**src/rtl/seq_mult_pkg.sv**
```systemverilog
`default_nettype none
// ============================================================================
//  Module      : seq_mult_pkg
//  Description : Shared definitions for the sequential shift-add multiplier:
//                FSM state encoding and the index-width helper.
//  Revision    : 1.0 - initial release
// ============================================================================
package seq_mult_pkg;

    // FSM state encoding
    localparam logic [1:0] IDLE = 2'd0;
    localparam logic [1:0] RUN  = 2'd1;
    localparam logic [1:0] DONE = 2'd2;

    // Ceiling log2. A result of at least 1 keeps the index register non-empty.
    function automatic int clog2(input int value);
        int r;
        r = 1;
        for (int i = 1; i < 32; i++) begin
            if ((1 << i) < value) begin
                r = i + 1;
            end
        end
        return r;
    endfunction

endpackage
`default_nettype wire

```
**src/rtl/seq_mult_abs.sv**
```systemverilog
`default_nettype none
// ============================================================================
//  Module      : seq_mult_abs
//  Description : Combinational conditional two's-complement negate. Used for
//                operand magnitudes and for the final product sign fix-up.
//  Revision    : 1.0 - initial release
// ============================================================================
module seq_mult_abs #(
    parameter int WIDTH = 8
) (
    input  logic [WIDTH-1:0] value,
    input  logic             negate,
    output logic [WIDTH-1:0] result
);

    // Negation wraps in WIDTH bits, so the most negative value maps onto
    // its own bit pattern, which read as unsigned is the correct magnitude.
    assign result = negate ? (~value + WIDTH'(1)) : value;

endmodule
`default_nettype wire

```
**src/rtl/seq_mult.sv**
```systemverilog
`default_nettype none
// ============================================================================
//  Module      : seq_mult
//  Description : Parametrised sequential shift-add multiplier with valid/ready
//                handshakes, optional signed mode and optional early
//                termination. One multiplier bit is consumed per clock.
//  Revision    : 1.0 - initial release
// ============================================================================
module seq_mult
    import seq_mult_pkg::*;
#(
    parameter int WIDTH      = 8,
    parameter int EARLY_TERM = 0
) (
    input  logic               clk,
    input  logic               rst_n,
    input  logic               clr,
    input  logic               in_valid,
    output logic               in_ready,
    input  logic [WIDTH-1:0]   a,
    input  logic [WIDTH-1:0]   b,
    input  logic               sgn,
    output logic               out_valid,
    input  logic               out_ready,
    output logic [2*WIDTH-1:0] product,
    output logic               busy
);

    localparam int IDX_W = clog2(WIDTH);
    localparam int PW    = 2 * WIDTH;

    logic [1:0]       r_state;
    logic [PW-1:0]    r_acc;
    logic [IDX_W-1:0] r_idx;
    logic [WIDTH-1:0] r_mcand;
    logic [WIDTH-1:0] r_mplier;
    logic             r_neg;
    logic [PW-1:0]    r_product;

    logic [WIDTH-1:0] w_a_mag;
    logic [WIDTH-1:0] w_b_mag;
    logic [PW-1:0]    w_addend;
    logic [PW-1:0]    w_acc_next;
    logic [PW-1:0]    w_prod_next;
    logic [WIDTH-1:0] w_rest;
    logic             w_last;

    // Operand magnitudes; negation only applies to negative signed operands
    seq_mult_abs #(.WIDTH(WIDTH)) u_a_abs (
        .value  (a),
        .negate (sgn & a[WIDTH-1]),
        .result (w_a_mag)
    );

    seq_mult_abs #(.WIDTH(WIDTH)) u_b_abs (
        .value  (b),
        .negate (sgn & b[WIDTH-1]),
        .result (w_b_mag)
    );

    // Partial product for the current multiplier bit, aligned to its weight
    assign w_addend   = r_mplier[r_idx] ? ({{WIDTH{1'b0}}, r_mcand} << r_idx) : '0;
    assign w_acc_next = r_acc + w_addend;

    // Multiplier bits above the current one; the shift is done at 32 bits so
    // idx+1 == WIDTH cannot wrap in the narrow index width.
    assign w_rest = r_mplier >> (32'(r_idx) + 32'd1);
    assign w_last = (r_idx == IDX_W'(WIDTH - 1)) ||
                    ((EARLY_TERM != 0) && (w_rest == '0));

    // Final sign correction of the magnitude product
    seq_mult_abs #(.WIDTH(PW)) u_p_neg (
        .value  (w_acc_next),
        .negate (r_neg),
        .result (w_prod_next)
    );

    // Control FSM plus accumulator, index and result registers
    always_ff @(posedge clk or negedge rst_n) begin
        if (!rst_n) begin
            r_state   <= IDLE;
            r_acc     <= '0;
            r_idx     <= '0;
            r_mcand   <= '0;
            r_mplier  <= '0;
            r_neg     <= 1'b0;
            r_product <= '0;
        end else if (clr) begin
            // Abort discards the in-flight operation but keeps the last product
            r_state <= IDLE;
        end else begin
            case (r_state)
                IDLE: begin
                    if (in_valid) begin
                        r_mcand  <= w_a_mag;
                        r_mplier <= w_b_mag;
                        r_neg    <= sgn & (a[WIDTH-1] ^ b[WIDTH-1]);
                        r_acc    <= '0;
                        r_idx    <= '0;
                        r_state  <= RUN;
                    end
                end
                RUN: begin
                    if (w_last) begin
                        r_product <= w_prod_next;
                        r_state   <= DONE;
                    end else begin
                        r_acc <= w_acc_next;
                        r_idx <= r_idx + IDX_W'(1);
                    end
                end
                DONE: begin
                    if (out_ready) begin
                        r_state <= IDLE;
                    end
                end
                default: begin
                    r_state <= IDLE;
                end
            endcase
        end
    end

    assign in_ready  = (r_state == IDLE);
    assign out_valid = (r_state == DONE);
    assign busy      = (r_state == RUN);
    assign product   = r_product;

endmodule
`default_nettype wire

```
**config.mk**
```make
export PLATFORM = sky130hd
export DESIGN_NAME = seq_mult
export DESIGN_NICKNAME = d
export VERILOG_FILES = /design/src/rtl/seq_mult_pkg.sv /design/src/rtl/seq_mult_abs.sv /design/src/rtl/seq_mult.sv
export SDC_FILE = /design/constraint.sdc
export NUM_CORES = 1
export LEC_CHECK = 0
export CORE_ASPECT_RATIO = 0.9
export CORE_MARGIN = 8
export CORE_UTILIZATION = 35
export DETAILED_ROUTE_END_ITERATION = 8
export GPL_ROUTABILITY_DRIVEN = 0
export GPL_TIMING_DRIVEN = 0
export PLACE_DENSITY = 0.61
export SLEW_MARGIN = 25
export SYNTH_ARGS = -nofsm -noshare
export SYNTH_HDL_FRONTEND = slang
export SYNTH_SLANG_ARGS = --single-unit
export TNS_END_PERCENT = 1
```
**constraint.sdc**
```tcl
create_clock -name clk -period 3.9 [get_ports clk]
set_clock_uncertainty 0.2 [all_clocks]
set_input_delay 0.78 -clock clk [delete_from_list [all_inputs] [get_ports clk]]
set_output_delay 0.78 -clock clk [all_outputs]
set_load 0.1 [all_outputs]
```
==> impl_metrics.tcl <==
set metrics [dict create \
    synth_edf_count 0 \
    clockBufferDepth 2 \
    final_area_mm2 0.00685 \
    fin_crit_ns 4.39 \
    cts_tree "built" \
    layout_setup_ws_ns -0.492 \
    placed_cell_area_mm2 0.00617 \
    finalHoldViolations 0 \
    seqCellArea_mm2 0.00208 \
    numCtsBuffers 9 \
    path_class "reg2reg" \
    wl_met1_um 6700 \
    drc 0 \
    yosys_warnings 0 \
    fin_crit_sh_pct 113 \
    critPathLaunchType "register" \
    slew_viol_final 0 \
    arrival_ns 4.41 \
    portBuffers 39 \
    final_antenna_net_count 0 \
    leakagePower_nw 2.94 \
    rows 43 \
    htreeDepth 3 \
    grt_usage_pct 14.6 \
    dieArea_mm2 0.0198 \
    power_mw 3.56 \
    rsz0062_at_grt "yes" \
    syn_avg_cell_area_um2 8.74 \
    routed_wl_um 14200 \
    synthesis.area_mm2 0.00545 \
    first_pass_iters 5 \
    violations "setup timing" \
    ir_worst_vdd_v 0.000218 \
    holdCritPathClass "in2async" \
    cp_max_fo 4 \
    cts.sinks 83 \
    synth-main-ff-cell "dfrtp_1" \
    hpwlAfterDp_um 10500 \
    synth_cell_type_count 62 \
    drive_gt1_share_pct 13.9 \
    grt_overflow 0 \
    fin_nets 726 \
    clock_latency_ns 0.35 \
    max_cap_violations 0 \
    vias_per_cell 5.40 \
    synthArstFlopShare_pct 100 \
    ys_ff_latch 83 \
    first_iter_violations 373 \
    grt_start_max_net_pins 49 \
    routed-wl-met3_um 432 \
    clk_pin_slew_worst_paths_ns 0.06 \
    setup_viol 9 \
    vias 4811 \
    grt_first_pass_wirelength_um 24000 \
    max_freq_mhz 228 \
    slew_headroom_pct 34.4 \
    hold-worst-slack_ns 0.204 \
    cts-root-buf "clkbuf_16" \
    grt_pass1_vias 4854 \
    io_pins 41 \
    drt-wirelength-per-cell_um 15.9 \
    status "finished with violations" \
    highest_layer "met4" \
    multi_input_area_mm2 0.00353 \
    n_antenna_cell 0 \
    synth_nets 666 \
    die_w_um 148 \
    initial_utilization_pct 35.6 \
    tightest_slew_ns 0.980 \
    cp.required_ns 3.91 \
    die_y_um 134 \
    fillers 1456 \
    grt_antenna_before_repair 0 \
    seq_area_frac_synth_pct 38.1 \
    core_area_mm2 0.0153 \
    wl_met2_um 6750 \
    syn_to_final_growth_pct 25.6 \
    finalCoreUtilization_pct 44.7 \
    syn_inst 624 \
    worstSetupEndpointType "register" \
    power_density_mw_per_mm2 521 \
]
==> cell families after synthesis <==
| group | Yosys count | synth area share (%) |
|---|---|---|
| AO/OA/AOI/OAI | 119 | 15.0 |
| XOR/XNOR | 62 | 10.2 |
| adder cells (fa/ha/maj) | 20 | 4.73 |
| buffers and inverters | 41 | 2.91 |
| flip-flops | 83 | 38.1 |
| multiplexers | 19 | 4.54 |
| AND/OR/NAND/NOR | 280 | 24.5 |
==> critical path: stages (launching register included) <==
cell	delay [ns]
dfrtp_1	0.37
buf_6	0.12
mux4_2	0.52
nor2_4	0.14
nor3_4	0.06
nand3b_1	0.13
nand2b_4	0.17
nor2_2	0.05
ha_2	0.18
fa_2	0.38
a211oi_4	0.29
nor2_2	0.08
xor2_2	0.17
or3_1	0.38
or4b_4	0.58
o31ai_4	0.20
xor2_1	0.17
o21ai_1	0.07
==> final cells by class <==
cell class                 count  share of cell area, %
multi-input combinational    500                   51.6
sequential                    83                   30.4
timing repair buffer          49                   7.02
tap                          202                   3.69
clock buffer                  11                   3.54
buffer                        21                   1.39
clock inverter                 5                   1.26
inverter                      20                   1.11
==> report_power, final <==
group          switching [mW]  internal, mW  total (mW)  leakage (nW)
clock                   0.361         0.582       0.943         0.160
sequential             0.0779         0.953        1.03          1.12
combinational           0.966         0.625        1.59          1.66
total                    1.40          2.16        3.56          2.94
==> repair_timing <==
action                                 4_1_cts  5_1_grt
hold buffers                                 0        0
setup buffers                                6        1
pin swaps                                   13       12
endpoints found under the hold margin        0        0
gates resized for setup                     29       28
setup endpoints to repair                   20       18
==> cell usage in the layout, fill, tap and decap left out, drive strengths merged, types with 10 or more instances in the layout <==
| cell | Yosys | layout |
|---|---|---|
| a21oi | 17 | 17 |
| nor4 | 11 | 11 |
| clkdlybuf4s50 | 0 | 38 |
| xnor2 | 22 | 22 |
| ha | 19 | 19 |
| nand3 | 32 | 32 |
| clkbuf | 15 | 25 |
| xor2 | 40 | 40 |
| dfrtp | 83 | 83 |
| nand2 | 92 | 92 |
| inv | 19 | 19 |
| buf | 6 | 18 |
| o21ai | 51 | 51 |
| nor2 | 73 | 73 |
| nand4 | 10 | 10 |
==> synth_stat cells, types with 2 or more instances <==
library cell	number	area [um2]
a22o_1	9	78.8
nor2_1	73	274
and3_1	6	37.5
xor2_1	40	350
ha_1	19	238
o211ai_1	4	30.0
dfrtp_1	83	2080
nor4_1	11	68.8
inv_1	19	71.3
a211oi_1	2	15.0
nand3_1	32	160
o21ai_1	11	55.1
and4_1	8	70.1
buf_1	2	7.51
o21ai_0	39	195
a22oi_1	8	60.1
and2_1	3	18.8
a211oi_2	2	25.0
xnor2_1	20	175
nand2b_1	9	56.3
mux2_2	6	67.6
clkbuf_1	15	56.3
a21oi_1	17	85.1
mux2i_1	9	90.1
o31ai_1	3	22.5
or3_1	9	56.3
nor3_1	9	45.0
nand4_1	10	62.6
a31oi_1	4	25.0
nand3b_1	5	37.5
buf_2	4	20.0
nand2_1	92	345
mux4_2	4	90.1
nor2b_1	8	50.1
xnor2_2	2	32.5
==> registers in the layout (all words and copies together), names as in the netlist <==
register	cells
product	16
r_state	2
r_mcand	8
r_acc	16
r_idx	32
r_mplier	8
r_neg	1
==> per-layer routing <==
layer	vias up	global-route usage, %
met5	-	0
met4	0	5.66
met3	19	2.46
met2	93	23.5
met1	2364	19.3
li1	2335	-
==> through the flow <==
step | cells | setup TNS (ns) | setup slack [ns]
2_1_floorplan | 624 | -1.23 | -0.293
3_3_place_gp | 865 | -99.38 | -1.10
3_5_place_dp | 868 | -10.01 | -0.898
4_1_cts | 890 | -2.88 | -0.463
5_1_grt | 891 | -6.06 | -0.705
6_report | 891 | -3.22 | -0.492
==> path summary, 6_finish.rpt <==
path | startpoint | end | slack (ns) | cells after the start
min in group clk | product[6]$_DFFE_PN0P_ | product[6]$_DFFE_PN0P_ | 0.28 | 2
min | rst_n | r_mplier[7]$_DFFE_PN0P_ | 0.20 | 1
max reg2reg | r_idx[0]$_DFFE_PN0P_ | product[12]$_DFFE_PN0P_ | -0.49 | 17
max | r_idx[0]$_DFFE_PN0P_ | product[12]$_DFFE_PN0P_ | -0.49 | 17
max in group asynchronous | rst_n | r_idx[17]$_DFFE_PN0P_ | 2.67 | 2
min reg2reg | product[6]$_DFFE_PN0P_ | product[6]$_DFFE_PN0P_ | 0.28 | 2
Note: power is estimated with default switching activity, not from simulation.
